File: config.mk
export PLATFORM = sky130hd
export DESIGN_NAME = seg7_scan_driver
export DESIGN_NICKNAME = d
export VERILOG_FILES = /design/src/rtl/seg7_scan_driver.sv
export SDC_FILE = /design/constraint.sdc
export NUM_CORES = 1
export LEC_CHECK = 0
export BUFFER_PORTS_ARGS = -buffer_cell sky130_fd_sc_hd__buf_2
export CORE_ASPECT_RATIO = 0.6
export CORE_MARGIN = 2
export CORE_UTILIZATION = 59
export DETAILED_ROUTE_END_ITERATION = 10
export HOLD_SLACK_MARGIN = 0.03
export PLACE_DENSITY = 0.89
export SLEW_MARGIN = 5
export SYNTH_ARGS = -nofsm -noshare
export SYNTH_HDL_FRONTEND = slang
export SYNTH_SLANG_ARGS = --single-unit
File: constraint.sdc
create_clock -name clk -period 2.1 [get_ports clk]
set_input_delay 0.42 -clock clk [delete_from_list [all_inputs] [get_ports clk]]
set_output_delay 0.42 -clock clk [all_outputs]
set_load 0.02 [all_outputs]
File: src/rtl/seg7_scan_driver.sv
// Captures a rotating BCD digit stream into a 4-digit bank and drives a multiplexed
// common-anode 7-segment display with dead time, leading-zero blanking and a react DP.
module seg7_scan_driver #(
  parameter int unsigned REFRESH_DIV = 50,
  parameter int unsigned DEAD_CYC    = 2
) (
  input  logic       clk,
  input  logic       rst,
  input  logic [3:0] digit_in,
  input  logic [1:0] sel_in,
  input  logic       react_in,
  input  logic       blank_lz,
  output logic [3:0] an_n,
  output logic [6:0] seg_n,
  output logic       dp_n
);

  localparam int unsigned CW = 16;
  localparam int unsigned DW = 4;

  logic [CW-1:0] cnt;
  logic [1:0]    scan_idx;
  logic [DW-1:0] cap  [4];
  logic [DW-1:0] disp [4];

  logic [1:0]    wr_idx_c;
  logic          wrap_c;
  logic          dead_c;
  logic          blank_c;
  logic [DW-1:0] cur_c;
  logic [6:0]    seg_c;
  logic [3:0]    an_c;

  function automatic logic [6:0] decode(input logic [DW-1:0] d);
    case (d)
      4'd0:    decode = 7'h40;
      4'd1:    decode = 7'h79;
      4'd2:    decode = 7'h24;
      4'd3:    decode = 7'h30;
      4'd4:    decode = 7'h19;
      4'd5:    decode = 7'h12;
      4'd6:    decode = 7'h02;
      4'd7:    decode = 7'h78;
      4'd8:    decode = 7'h00;
      4'd9:    decode = 7'h10;
      default: decode = 7'h3F;
    endcase
  endfunction

  // The incoming digit belongs to the slot one behind the rotating select.
  always_comb begin
    wr_idx_c = sel_in - 2'd1;
    wrap_c   = (cnt == CW'(REFRESH_DIV - 1));
    dead_c   = (cnt < CW'(DEAD_CYC));
    cur_c    = disp[scan_idx];
    an_c     = ~(4'b0001 << scan_idx);
    blank_c  = 1'b0;
    case (scan_idx)
      2'd3:    blank_c = (disp[3] == '0);
      2'd2:    blank_c = (disp[3] == '0) && (disp[2] == '0);
      2'd1:    blank_c = (disp[3] == '0) && (disp[2] == '0) && (disp[1] == '0);
      default: blank_c = 1'b0;
    endcase
    seg_c = (blank_lz && blank_c) ? 7'h7F : decode(cur_c);
  end

  // Scan counter, capture/display banks and registered display outputs.
  always_ff @(posedge clk) begin
    if (rst) begin
      cnt      <= '0;
      scan_idx <= '0;
      cap      <= '{default: '0};
      disp     <= '{default: '0};
      an_n     <= 4'hF;
      seg_n    <= 7'h7F;
      dp_n     <= 1'b1;
    end else begin
      cnt <= wrap_c ? '0 : cnt + CW'(1);
      if (wrap_c) begin
        scan_idx <= scan_idx + 2'd1;
      end
      // Whole-frame snapshot keeps one capture epoch per displayed frame.
      if (wrap_c && (scan_idx == 2'd3)) begin
        disp <= cap;
      end
      cap[wr_idx_c] <= digit_in;
      if (dead_c) begin
        an_n  <= 4'hF;
        seg_n <= 7'h7F;
        dp_n  <= 1'b1;
      end else begin
        an_n  <= an_c;
        seg_n <= seg_c;
        dp_n  <= ~react_in;
      end
    end
  end

endmodule

==> impl_metrics.json, run 1 <==
{
  "outcome": "finished, final reports clean",
  "postCtsSetupBuffers": 0,
  "max_slew.worst_pin.slew_ns": 0.5194,
  "fillers": 348,
  "cp_cell_sequence": "mux4_2 > inv_1 > ha_1 > inv_1 > a21oi_1 > a32o_1 > nand2_1",
  "finalHoldViolations": 0,
  "track_usage": 0.2504,
  "clkTransAtPathRegs_ns": 0.07,
  "max_freq_ghz": 0.5127,
  "ios": 22,
  "dieArea_mm2": 0.005136,
  "antenna_found_initial": 0,
  "first_global_vias": 2017,
  "grt_pass1_wl_mm": 9.949,
  "start_util": 0.6356,
  "synth_flop_cell": "dfxtp_1",
  "utilization": 0.7281,
  "relSlewSlack": 0.6530,
  "drc": 0,
  "drive_gt1_frac": 0.1641,
  "async_reset_ff_frac": 0,
  "dpl.hpwl_mm": 3.930,
  "viasPerCell": 5.681,
  "crit_type": "reg2reg",
  "wl_per_cell_um": 15.62,
  "tritoncts": "done",
  "core_mm2": 0.004234,
  "maxCapViolations": 0,
  "root_buffer": "clkbuf_8",
  "ys_warn_count": 0,
  "syn_to_final_growth_pct": 14.55,
  "fin_crit_ns": 1.950,
  "dieWidth_um": 91.20,
  "ys_seq_area_frac": 0.4612,
  "diodes": 0,
  "overflow": 0,
  "ir_drop_uv": 519.5,
  "rsz0062_at_grt": "false",
  "numCtsBuffers": 9,
  "leakage_nw": 1.097,
  "postRouteAntennaNets": 0,
  "cts_resized": 0,
  "final-max-slew-violation-count": 0,
  "gp_congestion": 0.8058,
  "crit_top_cell": "inv_1",
  "num_rows": 18,
  "drtIter0Drc": 218,
  "synth-edff-count": 0,
  "synthTopCellsByArea": "dfxtp_1, ha_1, a21oi_1",
  "yosysTopAreaCellShare": 0.4612,
  "cp_max_fo": 8,
  "h-tree-depth": 3,
  "power.density_mw_per_mm2": 859.9,
  "critPathCaptureType": "flop",
  "required_ns": 2.32,
  "vias": 2176,
  "drt_wl_total_mm": 5.981,
  "setup_viol": 0,
  "grt_max_degree": 33,
  "finalNetCount": 340,
  "synth_cell_types": 37,
  "start_kind": "flop",
  "clk_latency_ns": 0.34,
  "clock-sinks": 62,
  "fin_crit_sh": 0.9288,
  "fin_worst_skew_ns": 0.007175,
  "max_stage_delay_ns": 0.62,
  "syn_nets": 319,
  "syn_area_per_cell_um2": 9.062,
  "slowest_stage": "mux4_2",
  "ys_ff_latch": 62,
  "hold_path.class": "in2reg",
  "synthCells": 297,
  "drt_pre_antenna_iters": 5,
  "io_buffers": 21,
  "setup_tns_ns": 0,
  "cts_hold_buffers": 0,
  "synth_area_leader_cell": "dfxtp_1",
  "crit_arrival_ns": 2.17,
  "cts_buffer_depth": 2,
  "die_h_um": 56.32,
  "synth_area_mm2": 0.002691
}
power breakdown:
part | leakage (nW) | internal (W) | switching (W)
Sequential | 0.504 | 0.00121 | 0.0000200
Clock | 0.124 | 0.000855 | 0.000443
Combinational | 0.470 | 0.0000462 | 0.0000779
cells in the final DEF, fill, tap and decap left out, types with 6 or more instances in the layout:
master    count
clkbuf_8     11
o21ai_0      21
buf_4         7
ha_1         12
nor4_1        6
xnor2_1      13
nor3_1        6
buf_2        21
dfxtp_1      62
inv_1        12
nor2_1       28
mux2i_1       8
a21oi_1      28
nand2_1      23
nand3_1      28
sequential cells by signal, indices dropped and copies added (netlist names):
| name | cells |
|---|---|
| cap | 16 |
| cnt | 16 |
| disp | 16 |
| seg_n | 7 |
| an_n | 4 |
| scan_idx | 2 |
| dp_n | 1 |
final timing paths:
kind / slack (ns) / startpoint / endpoint / depth (start not counted)
worst min register to register: 0.46 / cap[4] / cap[4] / 2
worst min-delay path: 0.23 / react_in / dp_n / 2
worst max-delay path: 0.15 / scan_idx[0] / seg_n[4] / 7
worst max register to register: 0.15 / scan_idx[0] / seg_n[4] / 7
cell families (layout without fill, tap and decap cells):
| kind of cell | after synthesis | in the layout | synth area share |
|---|---|---|---|
| AOI/OAI and AO/OA | 60 | 60 | 0.1241 |
| muxes | 12 | 12 | 0.06323 |
| DFF | 62 | 62 | 0.4612 |
| adders and majority gates | 12 | 12 | 0.05579 |
| buffers and inverters | 30 | 56 | 0.05021 |
| xor gates and xnor gates | 14 | 14 | 0.04556 |
| and+or+nand+nor | 107 | 107 | 0.1999 |
cells in the mapped netlist, drive strengths merged (4+ instances only):
master	number
o21ai	24
buf	6
dfxtp	62
nor3	6
nor2	28
nor4	9
inv	12
a21oi	29
ha	12
clkbuf	12
mux4	4
nand2	23
mux2i	8
xnor2	13
nand3	28
worst max-delay path, delay by kind of cell, from the launching register on:
kind | cells | cell delay (ns)
AOI/OAI and AO/OA | 2 | 0.26
adders and majority gates | 1 | 0.16
buffers and inverters | 2 | 0.18
DFF | 1 | 0.56
muxes | 1 | 0.62
and+or+nand+nor | 1 | 0.06
stage by stage:
stage | hold WS (ns) | setup slack (ns) | instances | cell area [um^2] | power [W]
floorplan | 0.4366 | 0.3424 | 297 | 2691 | 0.001334
global placement | 0.4478 | 0.2491 | 367 | 2834 | 0.001373
detailed placement | 0.4505 | 0.1539 | 367 | 2834 | 0.001376
CTS | 0.2217 | 0.1379 | 383 | 3083 | 0.002664
global route | 0.2322 | 0.01625 | 383 | 3083 | 0.002743
finish | 0.2320 | 0.1496 | 383 | 3083 | 0.002651
final cells by class:
class,instances,area (um^2),share of cell area
multi-input cells,205,1315,0.4265
flip-flops and latches,62,1241,0.4026
clock buffers,13,158.9,0.05154
repair buffers,28,157.7,0.05114
clock inverters,3,90.09,0.02922
well taps,60,75.07,0.02435
inverters,12,45.04,0.01461
per-layer routing:
metal | track usage | vias to the layer above | wire length [um]
met2 | 0.3598 | 90 | 2612
met4 | 0.08658 | 0 | 58
met1 | 0.3527 | 1002 | 2831
met5 | 0 | - | 0
met3 | 0.08456 | 11 | 477
li1 | - | 1073 | -
(Power assumes the default switching activity.)
==> inputs of run 2 (changes only) <==
--- a/config.mk
+++ b/config.mk
@@ -8,10 +8,12 @@
 export BUFFER_PORTS_ARGS = -buffer_cell sky130_fd_sc_hd__buf_2
 export CORE_ASPECT_RATIO = 0.6
 export CORE_MARGIN = 2
-export CORE_UTILIZATION = 59
+export CORE_UTILIZATION = 40
+export CTS_BUF_LIST = sky130_fd_sc_hd__clkbuf_16
 export DETAILED_ROUTE_END_ITERATION = 10
 export HOLD_SLACK_MARGIN = 0.03
-export PLACE_DENSITY = 0.89
+export PLACE_DENSITY = 0.67
+export RECOVER_POWER = 25
 export SLEW_MARGIN = 5
 export SYNTH_ARGS = -nofsm -noshare
 export SYNTH_HDL_FRONTEND = slang
==> impl_metrics.json, run 2 (synthesized netlist as in run 1, its figures left out) <==
{
  "vias": 2116,
  "final-max-slew-violation-count": 0,
  "dp_slack_ns": 0.1351,
  "cts_hold_buffers": 0,
  "track_usage": 0.1816,
  "drive_gt1_frac": 0.1433,
  "r2r_setup_slack_ns": 0.27,
  "postCtsSetupBuffers": 0,
  "grt_max_degree": 34,
  "crit_family": "multiplexers",
  "gp_congestion": 0.8156,
  "relSlewSlack": 0.04996,
  "overflow": 0,
  "top_regs": "cap: 16 flops, cnt: 16 flops, disp: 16 flops",
  "grtUsageMet1": 0.2635,
  "dieArea_mm2": 0.007422,
  "die_h_um": 67.54,
  "start_kind": "flop",
  "outcome": "finished, final reports clean",
  "dpl.hpwl_mm": 4.047,
  "fillers": 634,
  "utilization": 0.4714,
  "max_slew.worst_pin.slew_ns": 1.425,
  "grt_util_met2": 0.2431,
  "max_freq_ghz": 0.5451,
  "fin_crit_sh": 0.8736,
  "layout_common_cells": "dfxtp_1, nor2_1, nand3_1, a21oi_1, nand2_1",
  "ios": 22,
  "fin_crit_ns": 1.835,
  "drt_pre_antenna_iters": 4,
  "core_mm2": 0.006590,
  "io_buffers": 21,
  "tritoncts": "done",
  "hold_end": "dp_n",
  "dieWidth_um": 109.9,
  "crit_arrival_ns": 2.04,
  "viasPerCell": 5.186,
  "cp_max_fo": 8,
  "ir_drop_uv": 506.3,
  "rsz0062_at_grt": "false",
  "numCtsBuffers": 9,
  "path_buf_inv": 2,
  "setup_tns_ns": 0,
  "grt_busiest_layer": "met1",
  "drt_wl_total_mm": 5.773,
  "dp_cells": 394,
  "diodes": 0,
  "drc": 0,
  "mostFrequentLayoutCell": "dfxtp_1",
  "postRouteAntennaNets": 0,
  "drtIter0Drc": 146,
  "hold-path-cell-count": 2,
  "clock-sinks": 62,
  "reg2reg_from": "scan_idx[0]",
  "syn_to_final_growth_pct": 15.43,
  "fin_worst_skew_ns": 0.005999,
  "timing.rr.end": "seg_n[4]",
  "fin_ws_ns": 0.2654,
  "grt_use_met3": 0.06178,
  "crit_type": "reg2reg",
  "power.density_mw_per_mm2": 835.5,
  "root_buffer": "clkbuf_16",
  "h-tree-depth": 3,
  "wl_per_cell_um": 14.15,
  "min_from": "react_in",
  "finalNetCount": 340,
  "fin_cells": 408,
  "p_total_w": 0.002596,
  "clkTransAtPathRegs_ns": 0.05,
  "setup_viol": 0,
  "grt_pass1_wl_mm": 9.846,
  "finalHoldViolations": 0,
  "start_util": 0.4084,
  "critPathCaptureType": "flop",
  "antenna_found_initial": 0,
  "first_global_vias": 1981,
  "clk_latency_ns": 0.33,
  "slowest_stage": "mux4_2",
  "maxCapViolations": 0,
  "max_stage_delay_ns": 0.59,
  "hold_path.class": "in2reg",
  "ff2ff_path_depth": 7,
  "cp_cell_sequence": "mux4_2 > inv_1 > ha_1 > inv_1 > a21oi_1 > a32o_1 > nand2_1",
  "leakage_nw": 1.095,
  "required_ns": 2.30,
  "cts_buffer_depth": 2,
  "crit_top_cell": "inv_1",
  "num_rows": 23
}
==> run 2: metrics by stage <==
| step | instance area (um^2) | hold slack (ns) |
|---|---|---|
| 2_1_floorplan | 2691 | 0.4366 |
| 6_report | 3107 | 0.2495 |
| 4_1_cts | 3114 | 0.2416 |
| 3_5_place_dp | 2868 | 0.4565 |
| 3_3_place_gp | 2868 | 0.4515 |
| 5_1_grt | 3107 | 0.2575 |
==> run 2: worst reg2reg max path, cell delays in order (launching register included) <==
cell and delay [ns]:
dfxtp_2 0.45, mux4_2 0.59, inv_1 0.13, ha_1 0.15, inv_1 0.05, a21oi_1 0.14
a32o_1 0.15, nand2_1 0.06
==> run 2: power breakdown <==
part / switching, W / internal, W
Sequential: 0.0000188 / 0.00121
Combinational: 0.0000784 / 0.0000452
Clock: 0.000477 / 0.000764
Total: 0.000575 / 0.00202
==> run 2: final cells by class <==
class                      count  area (um^2)  share of cell area
inverter                      12        45.04             0.01450
multi-input combinational    205         1315              0.4233
tap                           87        108.9             0.03504
clock buffer                   9        225.2             0.07249
sequential                    62         1242              0.3999
timing repair buffer          28        148.9             0.04793
clock inverter                 5        21.27            0.006847
==> run 2: what timing repair did <==
| item | CTS | global route |
|---|---|---|
| gates resized for setup | 0 | 1 |
| setup endpoints to repair | 0 | 1 |
| hold endpoints to repair | 0 | 0 |
==> run 2: worst max-delay path by stage <==
stage	from	to	slack (ns)	cells past startpoint
after floorplan	scan_idx[0]	seg_n[4]	0.34	8
after global placement	scan_idx[0]	seg_n[4]	0.22	7
after detailed placement	scan_idx[0]	seg_n[4]	0.14	7
after CTS	scan_idx[0]	seg_n[4]	0.13	7
after global routing	scan_idx[0]	seg_n[4]	0.13	7
final	scan_idx[0]	seg_n[4]	0.27	7
==> run 2: routing by layer <==
metal	vias up	wire length, um
li1	1075	-
met1	988	3036
met2	46	2323
met3	7	358
met4	0	53
met5	-	0
==> inputs of run 3 (changes only) <==
--- a/config.mk
+++ b/config.mk
@@ -5,6 +5,7 @@
 export SDC_FILE = /design/constraint.sdc
 export NUM_CORES = 1
 export LEC_CHECK = 0
+export ABC_AREA = 1
 export BUFFER_PORTS_ARGS = -buffer_cell sky130_fd_sc_hd__buf_2
 export CORE_ASPECT_RATIO = 0.6
 export CORE_MARGIN = 2
==> constraint.sdc (replaced) <==
create_clock -name clk -period 2.2 [get_ports clk]
set_input_delay 0.44 -clock clk [delete_from_list [all_inputs] [get_ports clk]]
set_output_delay 0.44 -clock clk [all_outputs]
set_load 0.02 [all_outputs]
==> impl_metrics.json, run 3 <==
{
  "grt_max_degree": 33,
  "final-max-slew-violation-count": 0,
  "core_mm2": 0.007237,
  "synth-edff-count": 0,
  "tritoncts": "done",
  "top_regs": "cap: 16 flops, cnt: 16 flops, disp: 16 flops",
  "ys_warn_count": 0,
  "ir_drop_uv": 409.9,
  "io_buffers": 21,
  "yosysTopAreaCellShare": 0.4165,
  "p_total_w": 0.002640,
  "drt_pre_antenna_iters": 4,
  "die_h_um": 70.86,
  "relSlewSlack": 0.1981,
  "syn_nets": 446,
  "h-tree-depth": 3,
  "max_stage_delay_ns": 0.31,
  "drc": 0,
  "numCtsBuffers": 9,
  "critPathCaptureType": "flop",
  "synth.most_common_cell": "nand2_1",
  "drtIter0Drc": 169,
  "drt_wl_total_mm": 6.052,
  "synth_flop_cell": "dfxtp_1",
  "crit_type": "reg2reg",
  "synth_area_mm2": 0.002980,
  "synth_cell_types": 25,
  "overflow": 0,
  "ios": 22,
  "start_util": 0.4118,
  "finalNetCount": 471,
  "cp_cell_sequence": "buf_4 > inv_2 > nand2_1 > nand3_1 > nand2_1 > inv_1 > ha_1 > nand3_1 > nand3_1 > nand2_1 > inv_1 > nand2_1",
  "required_ns": 2.40,
  "slowest_stage": "dfxtp_1",
  "antenna_found_initial": 0,
  "vias": 2527,
  "fin_ws_ns": 0.3963,
  "max_freq_ghz": 0.5544,
  "rsz0062_at_grt": "false",
  "drive_gt1_frac": 0.1256,
  "synth_area_leader_cell": "dfxtp_1",
  "dpl.hpwl_mm": 4.367,
  "power.internal_w": 0.002056,
  "postCtsSetupBuffers": 0,
  "fin_crit_ns": 1.804,
  "maxCapViolations": 0,
  "cts_buffer_depth": 2,
  "clock-sinks": 62,
  "share_comb_of_total_power": 0.045,
  "postRouteAntennaNets": 0,
  "clkTransAtPathRegs_ns": 0.05,
  "dieArea_mm2": 0.008180,
  "switching_share": 0.2212,
  "ys_ff_latch": 62,
  "fin_crit_sh": 0.8198,
  "dp_slack_ns": 0.4206,
  "netlist_top_cells_count": "nand2_1, nor2_1, dfxtp_1, inv_1, nand3_1",
  "track_usage": 0.1665,
  "utilization": 0.4744,
  "cp_max_fo": 13,
  "layout_common_cells": "nand2_1, nor2_1, dfxtp_1",
  "crit_arrival_ns": 2.01,
  "wl_per_cell_um": 10.85,
  "num_rows": 24,
  "dieWidth_um": 115.4,
  "power_frac_clock": 0.508,
  "gp_congestion": 0.8330,
  "power.density_mw_per_mm2": 769.0,
  "seqPwrFrac": 0.447,
  "mostFrequentLayoutCell": "nand2_1",
  "crit_top_cell": "nand2_1",
  "fin_worst_skew_ns": 0.006361,
  "ys_seq_area_frac": 0.4165,
  "async_reset_ff_frac": 0,
  "diodes": 0,
  "setup_tns_ns": 0,
  "hold_path.class": "in2reg",
  "setup_viol": 0,
  "synthCells": 424,
  "cts_resized": 0,
  "start_kind": "flop",
  "viasPerCell": 4.529,
  "cts_hold_buffers": 0,
  "grt_pass1_wl_mm": 10.65,
  "syn_area_per_cell_um2": 7.029,
  "synthTopCellsByArea": "dfxtp_1, nand2_1, nor2_1",
  "max_slew.worst_pin.slew_ns": 1.203,
  "fillers": 743,
  "first_global_vias": 2330,
  "leakage_nw": 1.605,
  "finalHoldViolations": 0,
  "outcome": "finished, final reports clean",
  "p_switching_w": 0.0005839,
  "clk_latency_ns": 0.33,
  "root_buffer": "clkbuf_16",
  "syn_to_final_growth_pct": 15.20
}
## run 3: critical path: cells and delay by family (launching register included)
family        cells  cell delay, ns
flops             1            0.31
fa+ha+maj         1            0.29
simple gates      7            0.61
buf+inv           4            0.45
## run 3: final cells by class
| type | count | area (um^2) | share of cell area |
|---|---|---|---|
| clock buffers | 9 | 225.2 | 0.06560 |
| inverters | 51 | 191.4 | 0.05576 |
| multi-input cells | 302 | 1476 | 0.4300 |
| clock inverters | 7 | 56.30 | 0.01640 |
| well taps | 104 | 130.1 | 0.03790 |
| repair buffers | 23 | 112.6 | 0.03280 |
| flip-flops and latches | 62 | 1241 | 0.3615 |
## run 3: cell families after synthesis
family,share of synthesized area
AOI/OAI and AO/OA,0.05206
xor gates and xnor gates,0.01176
adders and majority gates,0.05038
buffers and inverters,0.08816
DFF,0.4165
and+or+nand+nor,0.3812
## run 3: through the flow
stage | cells | hold WS (ns) | area [um^2]
after detailed placement | 542 | 0.4672 | 3159
after floorplan | 424 | 0.4435 | 2980
after global routing | 558 | 0.2670 | 3433
after global placement | 542 | 0.4592 | 3159
final | 558 | 0.2719 | 3433
after CTS | 558 | 0.2607 | 3441
## run 3: worst paths after layout
kind | cells after the start | end | slack, ns | start
min | 2 | dp_n | 0.27 | react_in
max | 12 | seg_n[3] | 0.40 | scan_idx[0]
min reg2reg | 2 | cnt[14] | 0.48 | cnt[14]
max reg2reg | 12 | seg_n[3] | 0.40 | scan_idx[0]
## run 3: metal layers
metal / track usage / up-vias / wire length (um)
li1: - / 1360 / -
met1: 0.2314 / 1124 / 3262
met2: 0.2339 / 33 / 2435
met3: 0.06255 / 10 / 256
met4: 0.06292 / 0 / 97
met5: 0 / - / 0
## run 3: power by group through the flow
stage / sequential [W] / clock (W) / combinational, W
floorplan: 0.00122 / 0 / 0.0000647
global placement: 0.00120 / 0 / 0.000120
detailed placement: 0.00120 / 0 / 0.000121
CTS: 0.00118 / 0.00137 / 0.000122
global route: 0.00118 / 0.00144 / 0.000135
finish: 0.00118 / 0.00134 / 0.000120
